<file path="config.mk">
export PLATFORM = sky130hd
export DESIGN_NAME = dot_product
export DESIGN_NICKNAME = d
export VERILOG_FILES = /design/src/rtl/dot_product.sv
export SDC_FILE = /design/constraint.sdc
export NUM_CORES = 1
export LEC_CHECK = 0
export CAP_MARGIN = 20
export CELL_PAD_IN_SITES_DETAIL_PLACEMENT = 1
export CELL_PAD_IN_SITES_GLOBAL_PLACEMENT = 2
export CORE_MARGIN = 8
export CORE_UTILIZATION = 39
export DETAILED_ROUTE_END_ITERATION = 8
export PLACE_DENSITY_LB_ADDON = 0.1
export SETUP_SLACK_MARGIN = 0.02
export SKIP_LAST_GASP = 1
export SLEW_MARGIN = 30
export SYNTH_ARGS = -nofsm -noshare
export SYNTH_HDL_FRONTEND = slang
export SYNTH_SLANG_ARGS = --single-unit
</file>
<file path="constraint.sdc">
create_clock -name clk -period 4.3 [get_ports clk]
set_clock_uncertainty 0.15 [all_clocks]
set_input_delay 0.86 -clock clk [delete_from_list [all_inputs] [get_ports clk]]
set_output_delay 0.86 -clock clk [all_outputs]
set_load 0.005 [all_outputs]
</file>
<file path="src/rtl/dot_product.sv">
// dot_product: three-SRAM (A, B, O) lane-parallel dot-product engine.
// Words are loaded from the file buses, then a 4-stage pipeline
// (address, read, multiply, accumulate) sums A[i]*B[i] over all words into
// one accumulator per lane. The finished accumulator is written to O[0] so
// a later run can be seeded from it.
// Build option: define DOT_PRODUCT_DEBUG_EN to drive the test_r / test_w /
// test_data observation ports; otherwise they are tied to zero.
module dot_product #(
  parameter int Addr_Width           = 4,
  parameter int Ram_Depth            = 16,
  parameter int Para_Deg             = 2,
  parameter int Data_Width_In        = 8,
  parameter int Data_Width_Out       = 16,
  parameter int Nums_Data_in_bits    = 4,
  parameter int Nums_Pipeline_Stages = 4
) (
  input  logic                                clk,
  input  logic                                Mem_reset_n,
  input  logic                                Comp_reset,
  input  logic                                Mem_Index_reset,
  input  logic                                Computing,
  input  logic                                PE_reset,
  input  logic                                load_old_output,
  input  logic                                load_from_file,
  input  logic [2*Para_Deg*Data_Width_In-1:0] input_data_from_file,
  input  logic [Para_Deg*Data_Width_Out-1:0]  output_data_from_file,
  output logic [Para_Deg*Data_Width_Out-1:0]  result,
  output logic [Nums_Data_in_bits:0]          state,
  output logic [3*Addr_Width-1:0]             test_r,
  output logic [3*Addr_Width-1:0]             test_w,
  output logic [2*Para_Deg*Data_Width_In-1:0] test_data
);

  localparam int Nums_Data               = 1 << Nums_Data_in_bits;
  localparam int Total_Computation_Steps = Nums_Data + Nums_Pipeline_Stages - 1;
  localparam int Word_In                 = Para_Deg * Data_Width_In;
  localparam int Word_Out                = Para_Deg * Data_Width_Out;
  localparam int Prod_Width              = 2 * Data_Width_In;
  localparam int Step_Width              = Nums_Data_in_bits + 1;

  // Step counter landmarks: last step, the step whose edge lands the final
  // accumulation, and the first step that no longer issues a read address.
  localparam logic [Step_Width-1:0] Step_Last      = Step_Width'(Total_Computation_Steps);
  localparam logic [Step_Width-1:0] Step_Final_Add = Step_Width'(Total_Computation_Steps - 1);
  localparam logic [Step_Width-1:0] Step_Issue_End = Step_Width'(Nums_Data);
  localparam logic [Step_Width-1:0] Step_One       = Step_Width'(1);
  localparam logic [Addr_Width-1:0] Addr_Last      = Addr_Width'(Ram_Depth - 1);
  localparam logic [Addr_Width-1:0] Addr_One       = Addr_Width'(1);

  // Storage: A and B hold input words, O holds accumulator-width words.
  logic [Word_In-1:0]  mem_a_q [Ram_Depth];
  logic [Word_In-1:0]  mem_b_q [Ram_Depth];
  logic [Word_Out-1:0] mem_o_q [Ram_Depth];

  // Pointers and step counter.
  logic [Addr_Width-1:0] wp_q, wp_d;
  logic [Addr_Width-1:0] rp_q, rp_d;
  logic [Step_Width-1:0] state_q, state_d;

  // Pipeline: S1 address valid, S2 read word, S3 lane products, S4 acc.
  logic                           v1_q, v1_d;
  logic                           v2_q, v2_d;
  logic                           v3_q, v3_d;
  logic [Word_In-1:0]             a_q, a_d;
  logic [Word_In-1:0]             b_q, b_d;
  logic [Para_Deg*Prod_Width-1:0] prod_q, prod_d;
  logic [Word_Out-1:0]            acc_q, acc_d;

  // Control decodes.
  logic                load_en;
  logic                comp_adv;
  logic                o_final_we;
  logic [Word_Out-1:0] acc_base;

  // Load and compute are mutually exclusive; compute wins a same-cycle request.
  always_comb begin
    comp_adv   = Computing && (state_q < Step_Last);
    load_en    = load_from_file && !Computing;
    o_final_we = comp_adv && !Comp_reset && (state_q == Step_Final_Add);
  end

  // Next-state logic for pointers, step counter and the pipeline stages.
  always_comb begin
    // NOTE: every combinational output gets a default first so no path
    // leaves it unassigned -- otherwise a latch is inferred.
    wp_d     = wp_q;
    rp_d     = rp_q;
    state_d  = state_q;
    v1_d     = v1_q;
    v2_d     = v2_q;
    v3_d     = v3_q;
    a_d      = a_q;
    b_d      = b_q;
    prod_d   = prod_q;
    acc_d    = acc_q;
    acc_base = acc_q;

    if (load_en) begin
      wp_d = (wp_q == Addr_Last) ? '0 : wp_q + Addr_One;
    end

    // Everything advances together; with Computing low the whole pipeline
    // freezes, which is what makes pause/resume lossless.
    if (comp_adv) begin
      state_d = state_q + Step_One;

      // S1: issue the read address for this step.
      v1_d = (state_q < Step_Issue_End);
      if (state_q < Step_Issue_End) begin
        rp_d = Addr_Width'(state_q);
      end

      // S2: register the A and B words at the issued address.
      v2_d = v1_q;
      a_d  = mem_a_q[rp_q];
      b_d  = mem_b_q[rp_q];

      // S3: unsigned lane products at full product width.
      v3_d = v2_q;
      for (int j = 0; j < Para_Deg; j++) begin
        prod_d[j*Prod_Width +: Prod_Width] =
          Prod_Width'(a_q[j*Data_Width_In +: Data_Width_In]) *
          Prod_Width'(b_q[j*Data_Width_In +: Data_Width_In]);
      end

      // S4: the first step optionally seeds from O[0]; products only add
      // once a valid word has reached this stage. Sums wrap at acc width.
      if ((state_q == '0) && load_old_output) begin
        acc_base = mem_o_q[0];
      end
      acc_d = acc_base;
      if (v3_q) begin
        for (int j = 0; j < Para_Deg; j++) begin
          acc_d[j*Data_Width_Out +: Data_Width_Out] =
            acc_base[j*Data_Width_Out +: Data_Width_Out] +
            Data_Width_Out'(prod_q[j*Prod_Width +: Prod_Width]);
        end
      end
    end

    // Clears are applied last so they override any same-cycle update.
    if (Comp_reset) begin
      state_d = '0;
      v1_d    = 1'b0;
      v2_d    = 1'b0;
      v3_d    = 1'b0;
    end
    if (Mem_Index_reset) begin
      wp_d = '0;
      rp_d = '0;
    end
    if (PE_reset) begin
      acc_d = '0;
    end
  end

  // Pointer, counter and pipeline registers with synchronous reset.
  always_ff @(posedge clk) begin
    // NOTE: sequential state uses non-blocking assignments so every flop
    // samples pre-edge values regardless of statement order.
    if (!Mem_reset_n) begin
      wp_q    <= '0;
      rp_q    <= '0;
      state_q <= '0;
      v1_q    <= 1'b0;
      v2_q    <= 1'b0;
      v3_q    <= 1'b0;
      a_q     <= '0;
      b_q     <= '0;
      prod_q  <= '0;
      acc_q   <= '0;
    end else begin
      wp_q    <= wp_d;
      rp_q    <= rp_d;
      state_q <= state_d;
      v1_q    <= v1_d;
      v2_q    <= v2_d;
      v3_q    <= v3_d;
      a_q     <= a_d;
      b_q     <= b_d;
      prod_q  <= prod_d;
      acc_q   <= acc_d;
    end
  end

  // SRAM writes: file loads, plus the finished accumulator into O[0].
  always_ff @(posedge clk) begin
    if (!Mem_reset_n) begin
      // NOTE: these arrays are deliberately cleared on reset because a
      // zeroed O[0] and zeroed A/B words are visible behaviour; this keeps
      // them in flops rather than a RAM macro.
      for (int i = 0; i < Ram_Depth; i++) begin
        mem_a_q[i] <= '0;
        mem_b_q[i] <= '0;
        mem_o_q[i] <= '0;
      end
    end else begin
      if (load_en) begin
        mem_a_q[wp_q] <= input_data_from_file[Word_In-1:0];
        mem_b_q[wp_q] <= input_data_from_file[2*Word_In-1:Word_In];
      end
      if (o_final_we) begin
        mem_o_q[0] <= acc_d;
      end else if (load_en) begin
        mem_o_q[wp_q] <= output_data_from_file;
      end
    end
  end

  // Primary outputs.
  always_comb begin
    result = acc_q;
    state  = state_q;
  end

  // Observation ports: SRAM k occupies slot k (A, B, O); all share the
  // same pointers, so each slot carries the same value.
`ifdef DOT_PRODUCT_DEBUG_EN
  always_comb begin
    test_w    = {3{wp_q}};
    test_r    = {3{rp_q}};
    test_data = {b_q, a_q};
  end
`else
  always_comb begin
    test_w    = '0;
    test_r    = '0;
    test_data = '0;
  end
`endif

endmodule

</file>
==> reports/results.ini <==
[pwr]
power_mw = 14.6
cellLeakagePower_nw = 16.3
powerDensity_nw_per_um2 = 348
ir_drop_mv = 0.230

[sta]
timing.slew.headroom = 0.422
max_clock_freq_mhz = 237
hold_viol_final = 0
setup_viol = 0
period_needed_ns = 4.23
rsz0062_at_grt = yes
hold_ws_ns = 0.314
min_period_over_period = 0.983
tightest_slew_ns = 0.867
setup_tns_ns = 0
drv_slew = 0

[min_path]
hold-path-cell-count = 2
hold_class = flip-flop to flip-flop
min-delay-start = v1_q
hold_path_end = v2_q

[clock_tree]
cts_buffer_depth = 3
cts_made_buffers = 77
cts_tree = yes
hold_buffers = 0
clkTransAtPathRegs_ns = 0.06
cts_root_buffer = clkbuf_16
htree_levels = 3
clock_latency_ns = 0.63
cts_sinks = 656

[synth]
yosysWarnings = 0
yosysTopAreaCellShare = 0.463
synthCells = 2831
synth_most_common_cell = and2_1
synth.area.top_cells = edfxtp_1 (46%), and2_1 (11%), mux4_2 (10%)
yosysTopAreaCell = edfxtp_1
syn_avg_cell_area_sq_um = 12.5
ys_seq_elements = 656
ys.flop_type = edfxtp_1
synth_common_cells = and2_1 (595), edfxtp_1 (544), nand2_1 (290), mux4_2 (160), clkbuf_1 (128)
synth-edff-count = 544
yosysSeqAreaShare = 0.527
synth_area_sq_um = 35300
synth.distinct_cells = 89
synthArstFlopShare = 0

[drt]
vias = 23082
drc = 0
postRouteAntennaNets = 0
viasPerCell = 5.37
drt-pass1-iter-count = 5
wl_um = 110000
wl_per_cell_um = 25.5
drt_iter0_markers = 1579

[setup_path]
worstPathRequired_ns = 4.69
r2r-end = prod_q[12]
cp_max_fo = 7
reg2reg_from = b_q[2]
start_kind = flip-flop
r2r_setup_slack_ns = 0.07
r2r_cells = 15
crit_arrival_ns = 4.62
critical_path_class = flip-flop to flip-flop
worstSetupEndpointType = flip-flop

[grt]
grt_use_total = 0.217
overflow = 0
antenna_found_initial = 9
grt_max_degree = 52
grt_first_pass_wirelength_um = 162000
grt_pass1_vias = 25059

[final_layout]
regArea_sq_um = 18600
fillers = 9246
drive_above_1_share = 0.207
multiInputGateArea_sq_um = 15900
finalNetCount = 3318
syn_to_final_growth_pct = 18.9
finalInstanceArea_sq_um = 41900

[floorplanning]
chipWidth_um = 317
die_h_um = 317
coreArea_sq_um = 89900
rows = 110
num_io_pins = 165
dieArea_sq_um = 100000
start_util = 0.392

[placed_design]
place_congestion = 0.838
dp_hpwl_um = 72000
portBuffers = 108
placed_cell_area_sq_um = 39000

[status]
status = complete, no violations

[job]
maxCapViolCount = 0

## report_power, final
| group | leakage, nW | internal, mW | switching [mW] |
|---|---|---|---|
| logic | 8.58 | 0.443 | 0.658 |
| registers | 6.55 | 7.08 | 0.0893 |
| clock network | 1.16 | 3.57 | 2.73 |
| total | 16.3 | 11.1 | 3.48 |
## worst max-delay path by stage
stage / startpoint / to / slack [ns] / depth (start not counted)
5_1_grt: a_q[1] / prod_q[13] / -0.14 / 17
4_1_cts: b_q[10] / prod_q[28] / -0.001 / 16
3_3_place_gp: load_old_output / mem_o_q[0][28] / -0.16 / 15
6_report: b_q[2] / prod_q[12] / 0.07 / 15
2_1_floorplan: load_from_file / mem_a_q[12][0] / 0.02 / 4
3_5_place_dp: load_old_output / mem_o_q[0][29] / -0.24 / 15
## layer usage
layer / vias to the layer above / wire length [um] / GRT usage
li1: 10379 / - / -
met1: 11984 / 46300 / 0.276
met2: 550 / 55000 / 0.382
met3: 163 / 5480 / 0.0356
met4: 6 / 2730 / 0.0601
met5: - / 35 / 0
## layout by cell type (no fill, tap or decap), types with 9 or more instances in the layout
cell,instances
nand2b_1,11
ha_4,13
o21ai_1,28
a21o_1,13
dfxtp_4,12
edfxtp_1,544
mux2i_1,11
and3_1,36
dfxtp_1,88
nand3_1,27
ha_1,96
dfxtp_2,12
a22o_1,13
xnor2_1,26
o21ai_4,12
a211oi_1,13
clkinv_1,12
buf_4,197
a21oi_1,117
inv_2,9
fa_1,66
inv_1,110
nor3_1,15
mux4_2,160
buf_6,9
nand2_1,284
clkdlybuf4s50_1,107
xor2_1,13
nor2_1,61
clkbuf_1,18
and2_1,588
nor2b_1,10
buf_12,19
conb_1,56
o21ai_0,16
nor2_4,13
clkbuf_16,77
a21oi_2,11
## registers in the layout, indices dropped and copies added (netlist names)
signal,count
a_q,16
wp_q,4
result,32
mem_o_q,32
v1_q,1
rp_q,4
b_q,16
mem_b_q,256
v3_q,1
mem_a_q,256
prod_q,32
v2_q,1
state,5
## worst max-delay path, cell delays in order (launching register included)
cell and delay, ns:
dfxtp_4 0.36, buf_4 0.14, and2_1 0.15, fa_1 0.51, fa_1 0.50, fa_1 0.49, inv_1 0.05, fa_1 0.47
inv_1 0.06, ha_4 0.29, o21a_1 0.17, nor2_4 0.06, o311ai_4 0.31, xor2_2 0.20, nand2_1 0.09, a21oi_2 0.14
## repair_timing
item,CTS,global route
pin swaps,40,41
buffers inserted,7,2
gates resized for setup,74,42
setup endpoints to repair,10,13
## layout make-up
| type | count | area share |
|---|---|---|
| repair buffers | 335 | 0.0738 |
| clock buffers | 99 | 0.0489 |
| well taps | 1176 | 0.0351 |
| clock inverters | 33 | 0.00827 |
| inverters | 119 | 0.0107 |
| flip-flops and latches | 656 | 0.445 |
| multi-input cells | 1873 | 0.379 |
| diodes | 4 | 0.000239 |
## per-stage QoR
step	utilization	cells	setup WS, ns
2_1_floorplan	-	2886	0.0227
3_3_place_gp	0.433	4149	-0.162
3_5_place_dp	0.434	4153	-0.240
4_1_cts	0.464	4290	-0.00129
5_1_grt	0.466	4291	-0.145
6_report	0.466	4295	0.0719
## kinds of logic after synthesis
group                      synth area share
AOI/OAI and AO/OA                    0.0583
xor gates and xnor gates             0.0102
adders and majority gates            0.0810
buffers and inverters                0.0472
DFF                                   0.527
muxes                                 0.106
other                              0.000106
and+or+nand+nor                       0.171
No activity file was read; power rests on OpenSTA's default activity.
